==> src/rtl/instruction_loader_if.sv <==
// Stream-in / memory-write bundle for instruction_loader.
// The loader connects via slave; the host/receiver side uses master.
interface instruction_loader_if #(
    parameter int unsigned ADDR_W = 8
);
    logic              i_start;
    logic [7:0]        i_rx_data;
    logic              i_rx_valid;
    logic              o_rx_ready;
    logic              o_mem_wr_en;
    logic [ADDR_W-1:0] o_mem_addr;
    logic [31:0]       o_mem_data;
    logic              o_busy;
    logic              o_done;
    logic              o_overflow;
    logic [ADDR_W:0]   o_word_count;

    modport master (
        output i_start, i_rx_data, i_rx_valid,
        input  o_rx_ready, o_mem_wr_en, o_mem_addr, o_mem_data,
               o_busy, o_done, o_overflow, o_word_count
    );

    modport slave (
        input  i_start, i_rx_data, i_rx_valid,
        output o_rx_ready, o_mem_wr_en, o_mem_addr, o_mem_data,
               o_busy, o_done, o_overflow, o_word_count
    );
endinterface

==> src/rtl/instruction_loader.sv <==
// Packs a byte stream (MSB first) into 32-bit words and writes them to
// consecutive instruction-memory addresses from 0 until the HALT word is written.
module instruction_loader #(
    parameter int unsigned ADDR_W    = 8,
    parameter logic [31:0] HALT_WORD = 32'hFFFF_FFFF
) (
    input  logic                 i_clk,
    input  logic                 i_rst,
    instruction_loader_if.slave  bus
);
    typedef enum logic [2:0] {
        IDLE,
        RECV,
        WRITE,
        DONE,
        ERROR
    } state_t;

    localparam logic [ADDR_W-1:0] ADDR_MAX = '1;

    state_t            state, next_state;
    logic [ADDR_W-1:0] addr;
    logic [1:0]        byte_cnt;
    logic [31:0]       shreg;
    logic [ADDR_W:0]   word_count;
    logic [ADDR_W-1:0] mem_addr_r;
    logic [31:0]       mem_data_r;

    logic rx_ready;
    logic wr_en;
    logic busy;
    logic done;
    logic overflow;
    logic xfer;

    assign xfer = bus.i_rx_valid && rx_ready;

    always_ff @(posedge i_clk or posedge i_rst) begin
        if (i_rst) begin
            state <= IDLE;
        end else begin
            state <= next_state;
        end
    end

    always_comb begin
        next_state = state;
        case (state)
            IDLE, DONE, ERROR: begin
                if (bus.i_start) begin
                    next_state = RECV;
                end
            end
            RECV: begin
                if (xfer && byte_cnt == 2'd3) begin
                    next_state = WRITE;
                end
            end
            WRITE: begin
                if (shreg == HALT_WORD) begin
                    next_state = DONE;
                end else if (addr == ADDR_MAX) begin
                    next_state = ERROR;
                end else begin
                    next_state = RECV;
                end
            end
            default: next_state = IDLE;
        endcase
    end

    always_comb begin
        rx_ready = 1'b0;
        wr_en    = 1'b0;
        busy     = 1'b0;
        done     = 1'b0;
        overflow = 1'b0;
        case (state)
            RECV: begin
                rx_ready = 1'b1;
                busy     = 1'b1;
            end
            WRITE: begin
                wr_en = 1'b1;
                busy  = 1'b1;
            end
            DONE:    done     = 1'b1;
            ERROR:   overflow = 1'b1;
            default: ;
        endcase
    end

    // Write address/data are captured on the 4th byte so they hold steady
    // after the strobe while addr and shreg move on to the next word.
    always_ff @(posedge i_clk or posedge i_rst) begin
        if (i_rst) begin
            addr       <= '0;
            byte_cnt   <= '0;
            shreg      <= '0;
            word_count <= '0;
            mem_addr_r <= '0;
            mem_data_r <= '0;
        end else begin
            case (state)
                IDLE, DONE, ERROR: begin
                    if (bus.i_start) begin
                        addr       <= '0;
                        byte_cnt   <= '0;
                        word_count <= '0;
                    end
                end
                RECV: begin
                    if (xfer) begin
                        shreg <= {shreg[23:0], bus.i_rx_data};
                        if (byte_cnt == 2'd3) begin
                            byte_cnt   <= '0;
                            mem_addr_r <= addr;
                            mem_data_r <= {shreg[23:0], bus.i_rx_data};
                        end else begin
                            byte_cnt <= byte_cnt + 2'd1;
                        end
                    end
                end
                WRITE: begin
                    word_count <= word_count + {{ADDR_W{1'b0}}, 1'b1};
                    if (shreg != HALT_WORD && addr != ADDR_MAX) begin
                        addr <= addr + {{(ADDR_W-1){1'b0}}, 1'b1};
                    end
                end
                default: ;
            endcase
        end
    end

    assign bus.o_rx_ready   = rx_ready;
    assign bus.o_mem_wr_en  = wr_en;
    assign bus.o_mem_addr   = mem_addr_r;
    assign bus.o_mem_data   = mem_data_r;
    assign bus.o_busy       = busy;
    assign bus.o_done       = done;
    assign bus.o_overflow   = overflow;
    assign bus.o_word_count = word_count;
endmodule

==> src/flat_wrapper.sv <==
// flat-port wrapper written by rule: the top's interface ports become plain ports
module instruction_loader_flat 
#(
    parameter int unsigned ADDR_W    = 8,
    parameter logic [31:0] HALT_WORD = 32'hFFFF_FFFF
)
  (i_clk, i_rst, bus_i_start, bus_i_rx_data, bus_i_rx_valid, bus_o_rx_ready, bus_o_mem_wr_en, bus_o_mem_addr, bus_o_mem_data, bus_o_busy, bus_o_done, bus_o_overflow, bus_o_word_count);
  instruction_loader_if #(.ADDR_W(ADDR_W)) bus_i ();
  input  logic i_clk;
  input  logic i_rst;
  input wire logic [$bits(bus_i.i_start)-1:0] bus_i_start;
  input wire logic [$bits(bus_i.i_rx_data)-1:0] bus_i_rx_data;
  input wire logic [$bits(bus_i.i_rx_valid)-1:0] bus_i_rx_valid;
  output wire logic [$bits(bus_i.o_rx_ready)-1:0] bus_o_rx_ready;
  output wire logic [$bits(bus_i.o_mem_wr_en)-1:0] bus_o_mem_wr_en;
  output wire logic [$bits(bus_i.o_mem_addr)-1:0] bus_o_mem_addr;
  output wire logic [$bits(bus_i.o_mem_data)-1:0] bus_o_mem_data;
  output wire logic [$bits(bus_i.o_busy)-1:0] bus_o_busy;
  output wire logic [$bits(bus_i.o_done)-1:0] bus_o_done;
  output wire logic [$bits(bus_i.o_overflow)-1:0] bus_o_overflow;
  output wire logic [$bits(bus_i.o_word_count)-1:0] bus_o_word_count;
  assign bus_i.i_start = bus_i_start;
  assign bus_i.i_rx_data = bus_i_rx_data;
  assign bus_i.i_rx_valid = bus_i_rx_valid;
  assign bus_o_rx_ready = bus_i.o_rx_ready;
  assign bus_o_mem_wr_en = bus_i.o_mem_wr_en;
  assign bus_o_mem_addr = bus_i.o_mem_addr;
  assign bus_o_mem_data = bus_i.o_mem_data;
  assign bus_o_busy = bus_i.o_busy;
  assign bus_o_done = bus_i.o_done;
  assign bus_o_overflow = bus_i.o_overflow;
  assign bus_o_word_count = bus_i.o_word_count;
  instruction_loader #(.ADDR_W(ADDR_W), .HALT_WORD(HALT_WORD)) u_core (.i_clk(i_clk), .i_rst(i_rst), .bus(bus_i));
endmodule
==> config.mk <==
export PLATFORM = sky130hd
export DESIGN_NAME = instruction_loader_flat
export DESIGN_NICKNAME = d
export VERILOG_FILES = /design/src/rtl/instruction_loader_if.sv /design/src/rtl/instruction_loader.sv /design/src/flat_wrapper.sv
export SDC_FILE = /design/constraint.sdc
export NUM_CORES = 1
export LEC_CHECK = 0
export ABC_AREA = 1
export BUFFER_PORTS_ARGS = -buffer_cell sky130_fd_sc_hd__clkbuf_2
export CAP_MARGIN = 20
export CORE_MARGIN = 2
export CORE_UTILIZATION = 38
export CTS_CLUSTER_SIZE = 12
export DETAILED_ROUTE_END_ITERATION = 8
export HOLD_SLACK_MARGIN = 0.05
export PLACE_DENSITY = 0.59
export SYNTH_ARGS = -nofsm -noshare
export SYNTH_HDL_FRONTEND = slang
export SYNTH_SLANG_ARGS = --single-unit
==> constraint.sdc <==
create_clock -name i_clk -period 7.1 [get_ports i_clk]
set_input_delay 0.71 -clock i_clk [delete_from_list [all_inputs] [get_ports i_clk]]
set_output_delay 0.71 -clock i_clk [all_outputs]
set_load 0.02 [all_outputs]
==> results of run 1 <==
per-stage QoR:
stage	hold WS [ps]	setup WS (ps)	utilization (%)
after floorplan	459	3940	-
final	324	4550	45.7
after global placement	476	4950	43.7
after global routing	373	4340	45.7
after detailed placement	478	4910	43.7
after CTS	328	4520	45.5
sequential cells by signal, summed over array words and instances, names as in the netlist:
register and cells:
u_core.addr 8, u_core.bus.o_mem_addr 8, u_core.bus.o_mem_data 32, u_core.bus.o_word_count 9
u_core.byte_cnt 2, u_core.shreg 32, u_core.state 3
metal layers:
metal / wire [µm] / vias to the layer above / global-route usage (%)
met3: 260 / 13 / 2.78
met2: 3740 / 51 / 24.8
li1: - / 1656 / -
met1: 4300 / 1506 / 22.9
met4: 200 / 0 / 8.42
met5: 0 / - / 0
power groups by stage:
stage	logic (mW)	clock network (mW)	registers [mW]
2_1_floorplan	0.342	0	0.873
3_3_place_gp	0.563	0	0.817
3_5_place_dp	0.576	0	0.824
4_1_cts	0.576	0.358	0.815
5_1_grt	0.662	0.377	0.840
6_report	0.573	0.343	0.813
Yosys cell counts (2+ instances only):
library cell / n
o21ai_0: 17
nand2_1: 143
nand4_1: 2
clkbuf_1: 6
inv_1: 57
dfrtp_1: 94
ha_1: 3
mux2_1: 5
inv_2: 2
o21ai_1: 63
a21oi_1: 7
nor2_1: 33
buf_2: 12
nand3_1: 28
cell usage in the layout, fill, tap and decap left out, drive strengths merged:
cell type | netlist | layout
a21boi | 1 | 1
a21o | 1 | 1
a21oi | 8 | 8
a22oi | 1 | 1
buf | 12 | 4
clkbuf | 6 | 75
clkinv | 0 | 2
clkinvlp | 0 | 2
dfrtp | 94 | 94
ha | 3 | 3
inv | 59 | 61
mux2 | 5 | 5
nand2 | 143 | 143
nand3 | 29 | 29
nand3b | 1 | 1
nand4 | 2 | 2
nor2 | 33 | 33
nor3 | 3 | 3
o21ai | 80 | 80
or2 | 1 | 1
cell families after synthesis:
kind of cell | after synthesis | synth area share [%]
flip-flops | 94 | 57.5
AND/OR/NAND/NOR | 212 | 21.2
buffers and inverters | 77 | 7.43
AO/OA/AOI/OAI | 91 | 11.6
adder cells (fa/ha/maj) | 3 | 0.917
multiplexers | 5 | 1.38
final cells by class:
cell class | instances | area [µm²] | share of cell area, %
multi-input cells | 311 | 1440 | 30.3
flip-flops and latches | 94 | 2350 | 49.6
inverters | 59 | 223 | 4.70
well taps | 136 | 170 | 3.59
clock inverters | 6 | 52.6 | 1.11
repair buffers | 69 | 368 | 7.76
clock buffers | 10 | 138 | 2.90
how the worst min path moves through the flow:
stage / from / to / cells after the start
finish: i_rst / u_core.bus.o_word_count[5] / 2
detailed placement: u_core.bus.o_mem_data[23] / u_core.bus.o_mem_data[23] / 2
global route: i_rst / u_core.bus.o_word_count[5] / 2
global placement: u_core.shreg[28] / u_core.shreg[28] / 2
floorplan: u_core.shreg[28] / u_core.shreg[28] / 2
CTS: i_rst / u_core.bus.o_mem_addr[7] / 2
critical path: cells and delay by family (launching register included):
kind | cells | cell delay (ps)
DFF | 1 | 460
and+or+nand+nor | 2 | 570
buffers and inverters | 2 | 440
==> impl_metrics.py, run 1 <==
metrics = {
    "sta": {
        "max_slew_margin_pct": 46.7,
        "fin_skew_ps": 11.0,
        "fin_crit_sh_pct": 35.9,
        "rsz0062_at_grt": "no",
        "finalSetupTns_ps": 0,
        "worst_pin_slew_ps": 800,
        "setup_viol": 0,
        "finalHoldViolCount": 0,
        "slew_violations": 0,
        "post-route-min-period_ps": 2550,
        "fmax_mhz": 393,
    },
    "yosys": {
        "synthFlopType": "dfrtp_1",
        "synth-async-reset-ratio_pct": 100,
        "synth-edff-count": 0,
        "syn-num-nets": 497,
        "ys_seq_elements": 94,
        "yosys.area.top_type": "dfrtp_1",
        "synth_area_leaders": "dfrtp_1, nand2_1, o21ai_1, inv_1, nand3_1",
        "syn_inst": 482,
        "seq_area_frac_synth_pct": 57.5,
        "yosysUniqueCellTypes": 24,
        "avgSynthCellArea_um2": 8.49,
        "ys_warn_count": 0,
        "synth_top_area_share_pct": 57.5,
        "syn_area_um2": 4090,
    },
    "clocking": {
        "clkTransAtPathRegs_ps": 90,
        "cts_hold_buf": 0,
        "cts-buffers-inserted": 9,
        "clock_sinks": 94,
        "post_cts.repair.setup_buffers": 0,
        "cts_resized": 0,
        "clkLatencyLatePin_ps": 380,
        "clock_path_buffers": 2,
        "htreeDepth": 3,
        "cts_tree": "yes",
        "cts_root_buffer": "clkbuf_8",
    },
    "drt": {
        "drt-initial-drc-count": 229,
        "vias": 3226,
        "routedWlPerCell_um": 12.4,
        "drtPass1Iterations": 4,
        "via_per_inst": 4.71,
        "drc": 0,
        "wirelength_um": 8500,
        "ant_nets": 0,
    },
    "placement": {
        "placed_area_um2": 4530,
        "routabilityCongestion": 0.793,
        "dp_cells": 668,
        "port_buffers": 65,
        "dp_hpwl_um": 6010,
    },
    "setup_path": {
        "end_kind": "output port",
        "r2r-end": "u_core.addr[1]",
        "timing.reg2reg.setup_slack_ps": 4890,
        "worstReg2RegStart": "u_core.state[2]",
        "path_class": "reg -> out",
        "max_stage_delay_ps": 460,
        "cpMaxStageDelayCell": "dfrtp_1",
        "cp.required_ps": 6390,
        "worstPathArrival_ps": 1840,
        "cp_max_fo": 13,
        "cp-startpoint": "u_core.state[2]",
        "crit_path_end": "bus_o_busy",
        "rr_worst_depth": 7,
        "start_kind": "flop",
        "path_cells": "nor3_2 > buf_4 > or2_2 > clkbuf_2",
    },
    "layout": {
        "final_layout_size_suffix_gt1_share_pct": 17.1,
        "final_cells": 685,
        "nFillCells": 1074,
        "nets": 559,
        "area_growth_pct": 15.9,
        "post-route-cell-area_um2": 4740,
        "diodes": 0,
    },
    "pwr": {
        "p_int_mw": 1.02,
        "switching_share_pct": 40.8,
        "clockPowerShare_pct": 19.8,
        "pwr-share-comb_pct": 33.1,
        "p_leak_nw": 2.39,
        "totalPowerFinal_mw": 1.73,
        "p_switching_mw": 0.705,
        "power_frac_seq_pct": 47.0,
        "p_per_area_nw_per_um2": 365,
        "irDropWorstVdd_mv": 0.128,
    },
    "floorplanning": {
        "ios": 66,
        "placementRows": 37,
        "die_x_um": 108,
        "chipHeight_um": 108,
        "start_util_pct": 39.5,
        "die_area_um2": 11600,
        "core-area_um2": 10400,
    },
    "global_routing": {
        "grt_max_degree": 73,
        "overflow": 0,
        "track_usage_pct": 16.5,
        "grt_pass1_wl_um": 15000,
        "antenna_found_initial": 0,
        "grt_pass1_vias": 3175,
    },
    "hold_path": {
        "holdCritPathClass": "in -> async",
    },
    "run": {
        "cap_violations": 0,
    },
    "run_status": {
        "outcome": "complete, no violations",
    },
}
No activity file was read; power rests on OpenSTA's default activity.
==> inputs of run 2 (changes only) <==
- clock period: 7.1 -> 2.4 ns (I/O delays scaled with it)
==> impl_metrics.py, run 2 (synthesized netlist as in run 1, its figures left out) <==
metrics = {
    "run_status": {
        "outcome": "complete, no violations",
    },
    "placement": {
        "routabilityCongestion": 0.789,
        "dp_cells": 674,
        "dp_hpwl_um": 6160,
        "port_buffers": 65,
    },
    "sta": {
        "finalSetupTns_ps": 0,
        "fmax_mhz": 537,
        "post-route-min-period_ps": 1860,
        "rsz0062_at_grt": "no",
        "finalHoldViolCount": 0,
        "max_slew_margin_pct": 55.5,
        "fin_crit_sh_pct": 77.7,
        "slew_violations": 0,
        "setup_viol": 0,
        "worst_pin_slew_ps": 666,
        "fin_skew_ps": 11.6,
    },
    "pwr": {
        "switching_share_pct": 38.9,
        "clockPowerShare_pct": 20.5,
        "p_leak_nw": 2.43,
        "power_frac_seq_pct": 46.3,
        "pwr-share-comb_pct": 33.2,
        "p_switching_mw": 2.02,
        "p_int_mw": 3.17,
        "irDropWorstVdd_mv": 0.410,
        "p_per_area_nw_per_um2": 1070,
    },
    "setup_path": {
        "end_kind": "output port",
        "worstReg2RegStart": "u_core.state[0]",
        "timing.reg2reg.setup_slack_ps": 690,
        "cp-startpoint": "u_core.state[0]",
        "rr_worst_depth": 6,
        "path_class": "reg -> out",
        "cp.required_ps": 2160,
        "crit_path_end": "bus_o_busy",
        "r2r-end": "u_core.shreg[11]",
        "cp_max_fo": 19,
        "worstPathArrival_ps": 1620,
        "start_kind": "flop",
    },
    "layout": {
        "final_layout_size_suffix_gt1_share_pct": 17.5,
        "mostFrequentLayoutCells": "nand2_1, dfrtp_1, clkbuf_2",
        "nets": 565,
        "mostFrequentLayoutCell": "nand2_1",
        "nFillCells": 1051,
        "area_growth_pct": 17.9,
        "post-route-util_pct": 46.5,
        "diodes": 0,
        "final_cells": 690,
    },
    "drt": {
        "wl_met3_um": 297,
        "vias": 3222,
        "routedWlPerCell_um": 12.4,
        "wl_met2_um": 3860,
        "drt-met1-wl_um": 4290,
        "highest_layer": "met4",
        "drc": 0,
        "ant_nets": 0,
        "drtPass1Iterations": 4,
        "via_per_inst": 4.67,
        "wirelength_um": 8530,
        "drt-initial-drc-count": 115,
    },
    "clocking": {
        "cts-buffers-inserted": 9,
        "clkTransAtPathRegs_ps": 90,
        "cts_tree": "yes",
        "clkLatencyLatePin_ps": 350,
        "clock_sinks": 94,
        "cts_root_buffer": "clkbuf_8",
        "cts_resized": 0,
        "clock_path_buffers": 2,
        "post_cts.repair.setup_buffers": 0,
        "htreeDepth": 3,
        "cts_hold_buf": 1,
    },
    "hold_path": {
        "holdCritPathClass": "in -> reg",
    },
    "global_routing": {
        "overflow": 0,
        "grt_max_degree": 49,
        "grt_pass1_wl_um": 14700,
        "grt_pass1_vias": 3087,
        "track_usage_pct": 15.9,
        "antenna_found_initial": 0,
    },
    "floorplanning": {
        "die_area_um2": 11600,
        "start_util_pct": 39.5,
        "placementRows": 37,
        "die_x_um": 108,
        "core-area_um2": 10400,
        "chipHeight_um": 108,
        "ios": 66,
    },
    "run": {
        "cap_violations": 0,
    },
}
-- run 2: final cells by class --
class	count	area (µm²)	share of cell area (%)
Tap cell	136	170	3.53
Timing Repair Buffer	75	440	9.13
Inverter	59	225	4.67
Multi-Input combinational cell	311	1440	29.8
Clock inverter	3	43.8	0.907
Clock buffer	12	155	3.21
Sequential cell	94	2350	48.7
-- run 2: per-layer routing --
metal | track usage, % | vias up
met5 | 0 | -
met4 | 5.77 | 0
met3 | 2.30 | 6
met2 | 24.8 | 53
met1 | 22.6 | 1498
li1 | - | 1665
-- run 2: through the flow --
stage	setup WS, ps	hold WS (ps)	cell area (µm²)	power, mW
5_1_grt	441	133	4830	5.60
4_1_cts	532	115	4830	5.24
6_report	536	128	4830	5.18
3_3_place_gp	703	361	4620	4.13
2_1_floorplan	828	388	4100	3.60
3_5_place_dp	687	360	4620	4.18
-- run 2: how the worst min path moves through the flow --
stage,from,to,slack [ps],cells past startpoint
final,bus_i_rx_data[5],u_core.shreg[5],130,3
after global placement,i_rst,u_core.bus.o_mem_data[21],360,2
after detailed placement,i_rst,u_core.bus.o_mem_data[22],360,2
after global routing,bus_i_rx_data[4],u_core.shreg[4],130,3
after floorplan,bus_i_rx_data[0],u_core.bus.o_mem_data[0],390,2
after CTS,bus_i_rx_data[5],u_core.shreg[5],110,3
-- run 2: worst max-delay path, stage by stage, from the launching register on --
cell,delay (ps)
dfrtp_1,440
nor3_2,240
buf_4,290
or2_2,150
clkbuf_2,150
-- run 2: power groups by stage --
stage | Clock (mW) | Sequential (mW) | Combinational (mW)
after CTS | 1.09 | 2.41 | 1.75
after detailed placement | 0 | 2.43 | 1.74
after global routing | 1.15 | 2.48 | 1.98
after global placement | 0 | 2.42 | 1.72
final | 1.06 | 2.40 | 1.72
after floorplan | 0 | 2.58 | 1.01
==> inputs of run 3 (changes only) <==
- clock period: 2.4 -> 1.8 ns (I/O delays scaled with it)
==> impl_metrics.py, run 3 (synthesized netlist as in run 1, its figures left out) <==
metrics = {
    "sta": {
        "worst_pin_slew_ps": 492,
        "post-route-min-period_ps": 1730,
        "slew_violations": 0,
        "fmax_mhz": 577,
        "max_slew_margin_pct": 67.2,
        "finalHoldViolCount": 0,
        "finalSetupTns_ps": 0,
        "fin_skew_ps": 12.7,
        "fin_crit_sh_pct": 96.3,
        "rsz0062_at_grt": "no",
        "setup_viol": 0,
    },
    "setup_path": {
        "r2r-end": "u_core.addr[1]",
        "timing.reg2reg.setup_slack_ps": 160,
        "worstPathArrival_ps": 1550,
        "path_class": "reg -> out",
        "cp.required_ps": 1620,
        "rr_worst_depth": 9,
        "cp_max_fo": 7,
        "end_kind": "output port",
        "worstReg2RegStart": "u_core.state[2]",
        "start_kind": "flop",
    },
    "global_routing": {
        "grt_pass1_vias": 3264,
        "grt_max_degree": 95,
        "overflow": 0,
        "grt_pass1_wl_um": 15400,
        "track_usage_pct": 16.8,
        "antenna_found_initial": 0,
    },
    "clocking": {
        "cts_root_buffer": "clkbuf_8",
        "cts_tree": "yes",
        "htreeDepth": 3,
        "clkLatencyLatePin_ps": 370,
        "clock_path_buffers": 2,
        "clkTransAtPathRegs_ps": 90,
        "cts-buffers-inserted": 9,
        "clock_sinks": 94,
    },
    "run_status": {
        "outcome": "complete, no violations",
    },
    "placement": {
        "port_buffers": 65,
        "routabilityCongestion": 0.730,
        "placed_area_um2": 4670,
        "dp_hpwl_um": 6060,
    },
    "drt": {
        "routedWlPerCell_um": 12.5,
        "drtPass1Iterations": 4,
        "drc": 0,
        "wirelength_um": 8720,
        "drt-initial-drc-count": 136,
        "vias": 3300,
        "ant_nets": 0,
        "via_per_inst": 4.71,
    },
    "floorplanning": {
        "core-area_um2": 10400,
        "die_x_um": 108,
        "die_area_um2": 11600,
        "ios": 66,
        "start_util_pct": 39.5,
        "chipHeight_um": 108,
        "placementRows": 37,
    },
    "pwr": {
        "irDropWorstVdd_mv": 0.611,
        "clockPowerShare_pct": 23.2,
        "pwr-share-comb_pct": 33.0,
        "p_per_area_nw_per_um2": 1470,
        "p_int_mw": 4.52,
        "power_frac_seq_pct": 43.8,
        "p_switching_mw": 2.77,
        "switching_share_pct": 38.0,
        "p_leak_nw": 2.50,
    },
    "hold_path": {
        "min_from": "bus_i_rx_data[4]",
        "holdCritPathClass": "in -> reg",
        "hold_depth": 3,
        "whs_endpoint": "u_core.shreg[4]",
    },
    "run": {
        "cap_violations": 0,
    },
    "layout": {
        "post-route-cell-area_um2": 4980,
        "mostFrequentLayoutCells": "nand2_1, dfrtp_1, clkbuf_2",
        "mostFrequentLayoutCell": "nand2_1",
        "area_growth_pct": 21.7,
        "nets": 574,
        "final_layout_size_suffix_gt1_share_pct": 18.4,
        "diodes": 0,
    },
}
-- run 3: layer usage --
layer  vias up  GRT usage (%)  wire length, µm
met1      1538           23.2             4180
met3        12           2.78              388
met2        70           25.7             4000
met5         -              0                0
li1       1680              -                -
met4         0           7.88              148
-- run 3: how the worst max path moves through the flow --
| stage | startpoint | to | slack (ps) | cells after the start |
|---|---|---|---|---|
| after CTS | u_core.state[1] | bus_o_busy | 6 | 5 |
| after floorplan | u_core.state[2] | u_core.bus.o_mem_addr[0] | 230 | 4 |
| after global routing | u_core.state[2] | bus_o_busy | 7 | 4 |
| final | u_core.state[0] | bus_o_busy | 70 | 5 |
| after detailed placement | u_core.addr[0] | u_core.addr[1] | 190 | 9 |
| after global placement | u_core.state[0] | u_core.addr[6] | 270 | 5 |
-- run 3: final cells by class --
cell class / count / area [µm²]
clock buffer: 10 / 128
clock inverter: 6 / 115
fill: 1022 / 5390
inverter: 59 / 225
multi-input combinational: 311 / 1450
sequential: 94 / 2350
tap: 136 / 170
timing repair buffer: 84 / 543
-- run 3: stage by stage --
stage                     power [mW]  instances  utilization [%]  setup slack (ps)  hold WS (ps)
after global routing            7.88        700             48.0              6.85          68.9
after floorplan                 4.80        482                -               228           328
after global placement          5.57        678             45.1               266           350
after CTS                       7.36        699             47.9              6.27          50.0
after detailed placement        5.64        678             45.1               192           361
final                           7.30        700             48.0              66.9          58.3
-- run 3: timing repair --
item	4_1_cts	5_1_grt
hold buffers	5	0
gates resized for setup	0	2
hold endpoints to repair	101	0
endpoints found under the setup margin	0	1
buffers inserted	0	1
-- run 3: worst max-delay path, stage by stage, from the launching register on --
cell      delay (ps)
dfrtp_2          450
inv_2             90
nor3_4            40
buf_4            160
or2_2            290
clkbuf_2         150
-- run 3: power by group through the flow --
| stage | logic (mW) | clock network [mW] | registers, mW |
|---|---|---|---|
| 3_3_place_gp | 2.35 | 0 | 3.22 |
| 5_1_grt | 2.75 | 1.84 | 3.29 |
| 3_5_place_dp | 2.41 | 0 | 3.23 |
| 6_report | 2.41 | 1.70 | 3.19 |
| 4_1_cts | 2.42 | 1.74 | 3.20 |
| 2_1_floorplan | 1.35 | 0 | 3.45 |
